===== src/rtl/sample_deserializer.sv =====
// sample_deserializer
//   Serial-to-parallel converter for the FIR sample input path. Beats of
//   LANES bits are assembled into LENGTH-bit words, LSB-first or MSB-first.
//   Each finished word is presented on a single-entry valid/ready output slot.
//   The block also reports start-of-word resynchronisation (framing error)
//   and words dropped because the slot was full (overrun).
//
// Ports
//   i_clk         clock, rising edge
//   i_rst         synchronous active-high reset
//   i_en          input enable; beats are ignored while low
//   i_din_valid   iv_din carries a beat
//   i_sof         marks a valid beat as beat 0 of a new word
//   iv_din        beat data (LANES bits)
//   ov_dout       completed word, held while o_dout_valid is high
//   o_dout_valid  word available
//   i_dout_ready  consumer accepts the word
//   o_overrun     one-cycle pulse: a completed word was dropped
//   o_frame_err   one-cycle pulse: i_sof arrived mid-word
module sample_deserializer #(
    parameter int unsigned LENGTH    = 24,
    parameter int unsigned LANES     = 1,
    parameter bit          MSB_FIRST = 1'b0
) (
    input  logic              i_clk,
    input  logic              i_rst,
    input  logic              i_en,
    input  logic              i_din_valid,
    input  logic              i_sof,
    input  logic [LANES-1:0]  iv_din,
    output logic [LENGTH-1:0] ov_dout,
    output logic              o_dout_valid,
    input  logic              i_dout_ready,
    output logic              o_overrun,
    output logic              o_frame_err
);

    localparam int unsigned BEATS = LENGTH / LANES;
    localparam int unsigned CW    = (BEATS > 1) ? $clog2(BEATS) : 1;
    localparam logic [CW-1:0] LAST_BEAT = CW'(BEATS - 1);

    logic [CW-1:0]     cnt_q, cnt_d;
    logic [CW-1:0]     beat_idx;
    logic [LENGTH-1:0] asm_q, asm_d;
    logic [LENGTH-1:0] dout_q, dout_d;
    logic              valid_q, valid_d;
    logic              overrun_q, overrun_d;
    logic              ferr_q, ferr_d;
    logic              accept;
    logic              complete;
    logic              slot_free;

    always_comb begin
        accept    = i_en && i_din_valid;
        // A sof beat always restarts the word at beat 0, whatever cnt was.
        beat_idx  = i_sof ? '0 : cnt_q;
        asm_d     = asm_q;
        cnt_d     = cnt_q;
        complete  = 1'b0;
        ferr_d    = 1'b0;

        if (accept) begin
            // Constant-bound loop keeps every part-select static.
            for (int unsigned k = 0; k < BEATS; k++) begin
                if (beat_idx == CW'(k)) begin
                    if (MSB_FIRST) begin
                        asm_d[LENGTH - LANES - k*LANES +: LANES] = iv_din;
                    end else begin
                        asm_d[k*LANES +: LANES] = iv_din;
                    end
                end
            end
            complete = (beat_idx == LAST_BEAT);
            cnt_d    = complete ? '0 : beat_idx + CW'(1);
            ferr_d   = i_sof && (cnt_q != '0);
        end

        // Slot can take a new word if empty or being drained on this edge.
        slot_free = !valid_q || i_dout_ready;
        dout_d    = dout_q;
        valid_d   = valid_q && !i_dout_ready;
        overrun_d = complete && !slot_free;
        if (complete && slot_free) begin
            // asm_d already holds the final beat of the word.
            dout_d  = asm_d;
            valid_d = 1'b1;
        end
    end

    always_ff @(posedge i_clk) begin
        if (i_rst) begin
            cnt_q     <= '0;
            asm_q     <= '0;
            dout_q    <= '0;
            valid_q   <= 1'b0;
            overrun_q <= 1'b0;
            ferr_q    <= 1'b0;
        end else begin
            cnt_q     <= cnt_d;
            asm_q     <= asm_d;
            dout_q    <= dout_d;
            valid_q   <= valid_d;
            overrun_q <= overrun_d;
            ferr_q    <= ferr_d;
        end
    end

    assign ov_dout      = dout_q;
    assign o_dout_valid = valid_q;
    assign o_overrun    = overrun_q;
    assign o_frame_err  = ferr_q;

endmodule


===== config.mk =====
export PLATFORM = sky130hd
export DESIGN_NAME = sample_deserializer
export DESIGN_NICKNAME = d
export VERILOG_FILES = /design/src/rtl/sample_deserializer.sv
export SDC_FILE = /design/constraint.sdc
export NUM_CORES = 1
export LEC_CHECK = 0
export BUFFER_PORTS_ARGS = -buffer_cell sky130_fd_sc_hd__buf_2
export CAP_MARGIN = 30
export CELL_PAD_IN_SITES_DETAIL_PLACEMENT = 0
export CELL_PAD_IN_SITES_GLOBAL_PLACEMENT = 1
export CORE_MARGIN = 4
export CORE_UTILIZATION = 47
export CTS_CLUSTER_SIZE = 14
export DETAILED_ROUTE_END_ITERATION = 10
export GPL_TIMING_DRIVEN = 0
export PLACE_DENSITY_LB_ADDON = 0.1
export SLEW_MARGIN = 5
export SYNTH_ARGS = -nofsm -noshare
export SYNTH_HDL_FRONTEND = slang
export SYNTH_SLANG_ARGS = --single-unit

===== constraint.sdc =====
create_clock -name i_clk -period 2.5 [get_ports i_clk]
set_input_delay 0.375 -clock i_clk [delete_from_list [all_inputs] [get_ports i_clk]]
set_output_delay 0.375 -clock i_clk [all_outputs]
set_load 0.02 [all_outputs]

==> results of run 1 <==
cells by family (layout without fill, tap and decap cells):
| group | count (synthesis) | after routing |
|---|---|---|
| AOI/OAI and AO/OA | 34 | 34 |
| adders and majority gates | 2 | 2 |
| buffers and inverters | 25 | 62 |
| DFF | 55 | 55 |
| muxes | 26 | 26 |
| and+or+nand+nor | 104 | 104 |
cell usage after synthesis (2+ instances only):
cell,instances,share of area
nand4b_2,2,0.012
nor2b_1,3,0.0076
a21oi_1,6,0.012
buf_2,2,0.0040
o2111ai_1,2,0.0071
buf_4,6,0.018
buf_6,6,0.027
nor2_1,50,0.076
nand3_1,5,0.010
or3_1,2,0.0050
nor3_1,9,0.018
o21ai_0,3,0.0060
nand2b_1,3,0.0076
ha_1,2,0.010
mux2i_1,25,0.10
clkbuf_1,8,0.012
nor4_1,2,0.0050
nand2_4,2,0.0091
nand4_1,3,0.0076
nand2_1,10,0.015
inv_1,2,0.0030
a211oi_2,19,0.096
nand4b_1,2,0.0071
nor4_4,2,0.017
dfxtp_1,55,0.44
final timing paths:
check	startpoint	to	slack, ps	cells after the start
worst max register to register	cnt_q[0]	ov_dout[8]	550	7
worst max-delay path	cnt_q[0]	ov_dout[8]	550	7
worst min register to register	asm_q[7]	ov_dout[7]	490	2
worst min-delay path	i_dout_ready	o_overrun	350	3
area by class of cell:
cell class / count / area [um^2]
well taps: 70 / 87.6
inverters: 2 / 7.51
repair buffers: 29 / 145
multi-input cells: 166 / 1220
plain buffers: 23 / 158
flip-flops and latches: 55 / 1100
clock inverters: 3 / 18.8
clock buffers: 5 / 68.8
fillers: 493 / 2300
stage by stage:
step	area (um^2)	std cells	power, W	util
floorplan	2480	246	0.000957	-
global placement	2720	345	0.000977	0.532
detailed placement	2720	345	0.000977	0.532
CTS	2800	353	0.00146	0.549
global route	2800	353	0.00150	0.549
finish	2800	353	0.00145	0.549
worst register-to-register path, cell delays in order (launching register included):
cell and delay [ps]:
dfxtp_1 350, buf_4 180, nand2_1 100, ha_1 270
nand2b_1 160, nor4_1 330, mux2i_1 330, a211oi_2 100
layer usage:
layer  vias up  track usage  share of wire
met2        38        0.272           0.44
met4         0       0.0557          0.014
met5         -            0              0
met1       845        0.230           0.50
met3         8       0.0381          0.042
li1        936            -              -
flip-flops by register name, summed over array words and instances (netlist names):
register and flops:
o_dout_valid 1, o_overrun 1, asm_q 23, o_frame_err 1, cnt_q 5, ov_dout 24
power by group:
group | internal, W | switching, W
registers | 0.000878 | 0.00000203
logic | 0.0000212 | 0.0000555
clock network | 0.000198 | 0.000297
total | 0.00110 | 0.000355
==> flow_summary.yaml, run 1 <==
outcome:
  status: "finished clean"
synth:
  synth_fa_ha_area_frac: 0.0101
  synth-main-ff-cell: "dfxtp_1"
  synth_nets: 255
  synth-seq-cells: 55
  synth_mux_area_frac: 0.105
  synth_compound_area_frac: 0.134
  synth_warnings: 0
  synthCells: 246
  synth-simple-area-share: 0.241
  netlist_area_mm2: 0.00248
  synth_top_family_by_area: "simple AND/OR/NAND/NOR gates"
  synth_edf_count: 0
  synthXorXnorAreaFrac: 0
  ys_types: 40
  ys_async_sr_fraction: 0
  avgSynthCellArea_um2: 10.1
  seq_area_frac_synth: 0.444
routing:
  viasPerCell: 5.18
  dr.first_iter.drc_count: 81
  wl_um: 5230
  vias: 1827
  drc: 0
  wl_per_cell_um: 14.8
  ant_nets: 0
  drtPass1Iterations: 4
critical_path:
  cp-start-kind: "register"
  endpoint_kind: "register"
  cp_max_fo: 10
  path_cells: "buf_4, nand2_1, ha_1, nand2b_1, nor4_1, mux2i_1, a211oi_2"
  critPathArrivalTime_ps: 2130
  critPathKind: "register to register"
  slowest_stage: "dfxtp_1"
  crit_buf_inv: 1
  critical_path.max_stage_delay_ps: 350
  required_ps: 2680
  cp_top_family: "simple AND/OR/NAND/NOR gates"
global_route:
  grt_pass1_wl_um: 8420
  gr-total-overflow: 0
  antenna_found_initial: 0
  grt_pass1_vias: 1711
  grt_max_degree: 18
  track_usage: 0.172
pwr:
  power_density_mw_per_mm2: 518
  power_leakage_nw: 1.11
  vdd.ir_drop.worst_mv: 0.332
hold_path:
  worstHoldPathType: "input port to register"
timing:
  max_clock_freq_mhz: 513
  fin_crit_ps: 1950
  post-route-period-util: 0.779
  finClkSkew_ps: 9.95
  slew_headroom: 0.503
  setup_slack_ps: 552
  hold_slack_ps: 350
  rsz0062_at_grt: "no"
  slew_violations: 0
  finalSetupViolations: 0
  tightestPinTransition_ps: 746
  hold_viol: 0
  finalSetupTns_ps: 0
final_layout:
  layout_commonest_cell: "dfxtp_1"
  mostFrequentLayoutCells: "55 x dfxtp_1, 50 x nor2_1, 31 x buf_2, 25 x mux2i_1, 19 x a211oi_2"
  fin_nets: 291
  n_antenna_cell: 0
  area_growth_pct: 12.9
  drive_gt1_frac: 0.297
clocking:
  cts_buffers: 5
  h-tree-depth: 2
  cts_resized: 0
  post_cts_buffers: 0
  clock_path_buffers: 2
  path_clk_slew_ps: 100
  cts_tree: "built"
  hold_buffers: 0
  cts_root_buf: "clkbuf_8"
  worstSkewPairLatency_ps: 320
  numClockSinks: 55
floorplan:
  fp.dieW_um: 80.7
  ios: 34
  die_y_um: 80.7
  start_util: 0.486
  core_mm2: 0.00511
  placement_rows: 26
  die-area_mm2: 0.00651
placement:
  place_congestion: 0.841
  pre_cts_ws_ps: 233
  hpwl_um: 3750
  io_buffers: 29
run:
  cap_violations: 0
(Power assumes the default switching activity.)
==> run 2: changes to the inputs <==
- CORE_UTILIZATION: 47 -> 44
- clock period: 2.5 -> 2 ns (I/O delays scaled with it)
==> run 2 against run 1 <==
  * Global-route usage shrank 1.4 points
  * Die area rose by 6.1%
  * Clock power is 54% higher
  * Combinational power is 24% higher
  * Sequential power grew 25%
  * Critical endpoint unchanged
  * Largest power group unchanged
==> flow_summary.yaml, run 2 (same netlist as run 1, synthesis figures left out) <==
final_layout:
  area_growth_pct: 14.5
  drive_gt1_frac: 0.304
  mostFrequentLayoutCells: "55 x dfxtp_1, 50 x nor2_1, 31 x buf_2, 25 x mux2i_1, 19 x a211oi_2"
  layout_commonest_cell: "dfxtp_1"
  fin_nets: 291
  fill_cells: 558
  largest_reg_flops: 24
  n_antenna_cell: 0
global_route:
  grt_pass1_vias: 1748
  grt_max_degree: 19
  grt_use_met2: 0.240
  gr-total-overflow: 0
  grt.busiest_layer: "met2"
  antenna_found_initial: 0
  track_usage: 0.157
  grt_pass1_wl_um: 8800
  grt_use_met1: 0.221
  grtUsageMet3: 0.0347
placement:
  place_congestion: 0.783
  io_buffers: 29
  hpwl_um: 3780
timing:
  rsz0062_at_grt: "no"
  hold_slack_ps: 277
  hold_viol: 0
  finClkSkew_ps: 10.1
  max_clock_freq_mhz: 538
  slew_violations: 0
  tightestPinTransition_ps: 717
  slew_headroom: 0.522
  finalSetupTns_ps: 0
  fin_crit_ps: 1860
  finalSetupViolations: 0
  post-route-period-util: 0.929
critical_path:
  regToRegEndpoint: "ov_dout[8]"
  regToRegStartpoint: "cnt_q[0]"
  endpoint_kind: "register"
  crit_path_end: "ov_dout[8]"
  ff2ff_path_depth: 7
  required_ps: 2180
  critPathArrivalTime_ps: 2030
  cp-start-kind: "register"
  startpoint: "cnt_q[0]"
  cp_max_fo: 10
  critPathKind: "register to register"
  ff2ff_setup_slack_ps: 140
floorplan:
  die_y_um: 83.1
  core_mm2: 0.00547
  fp.dieW_um: 83.1
  placement_rows: 27
  ios: 34
  start_util: 0.454
  die-area_mm2: 0.00691
clocking:
  post_cts_buffers: 0
  cts_buffers: 5
  path_clk_slew_ps: 100
  numClockSinks: 55
  cts_root_buf: "clkbuf_8"
  h-tree-depth: 2
  worstSkewPairLatency_ps: 320
  clock_path_buffers: 2
  cts_tree: "built"
routing:
  viasPerCell: 5.04
  wl_per_cell_um: 14.6
  drc: 0
  ant_nets: 0
  drtPass1Iterations: 4
  dr.first_iter.drc_count: 120
  wl_um: 5180
  vias: 1788
hold_path:
  worstHoldPathType: "input port to register"
  min_path_cells: 3
pwr:
  power_density_mw_per_mm2: 688
  power_leakage_nw: 1.12
  vdd.ir_drop.worst_mv: 0.646
run:
  cap_violations: 0
outcome:
  status: "finished clean"
## run 2: repair_timing
item / CTS / global route
resized for setup: 0 / 2
endpoints found under the setup margin: 0 / 2
hold buffers: 0 / 0
## run 2: cell type report
class                           instances  area, um^2  area share
Buffer                                 23         158      0.0555
Clock buffer                            5        68.8      0.0242
Clock inverter                          3        46.3      0.0163
Inverter                                2        7.51     0.00264
Multi-Input combinational cell        166        1220       0.431
Sequential cell                        55        1100       0.387
Tap cell                               72        90.1      0.0317
Timing Repair Buffer                   29         145      0.0511
## run 2: metal layers
metal | part of all wire | vias to the layer above
met5 | 0 | -
met4 | 0.015 | 0
met3 | 0.026 | 6
met2 | 0.45 | 27
met1 | 0.50 | 818
li1 | - | 937
## run 2: worst min-delay path by stage
| stage | from | end | slack [ps] |
|---|---|---|---|
| after global placement | ov_dout[0] | ov_dout[0] | 470 |
| after detailed placement | ov_dout[23] | ov_dout[23] | 480 |
| final | i_dout_ready | o_overrun | 280 |
| after global routing | i_dout_ready | o_overrun | 290 |
| after floorplan | asm_q[1] | asm_q[1] | 460 |
| after CTS | i_dout_ready | o_overrun | 270 |
## run 2: metrics by stage
step	instance area [um^2]	instances	total power (W)	util	worst slack (ps)
after floorplan	2480	246	0.00120	-	222
after global placement	2720	347	0.00122	0.497	-164
after detailed placement	2720	347	0.00122	0.497	-155
after CTS	2830	355	0.00198	0.518	40.1
after global routing	2840	355	0.00204	0.519	8.15
final	2840	355	0.00196	0.519	142
## run 2: critical path, stage by stage (launching register included)
cell and delay (ps):
dfxtp_1 360, buf_4 180, nand2_1 110, ha_2 240, nand2b_1 140, nor4_2 260
mux2i_1 320, a211oi_2 110
## run 2: where the power goes
group | total [W] | switching [W] | internal [W]
logic | 0.0000953 | 0.0000685 | 0.0000269
clock network | 0.000760 | 0.000382 | 0.000378
registers | 0.00110 | 0.00000270 | 0.00110
total | 0.00196 | 0.000453 | 0.00150
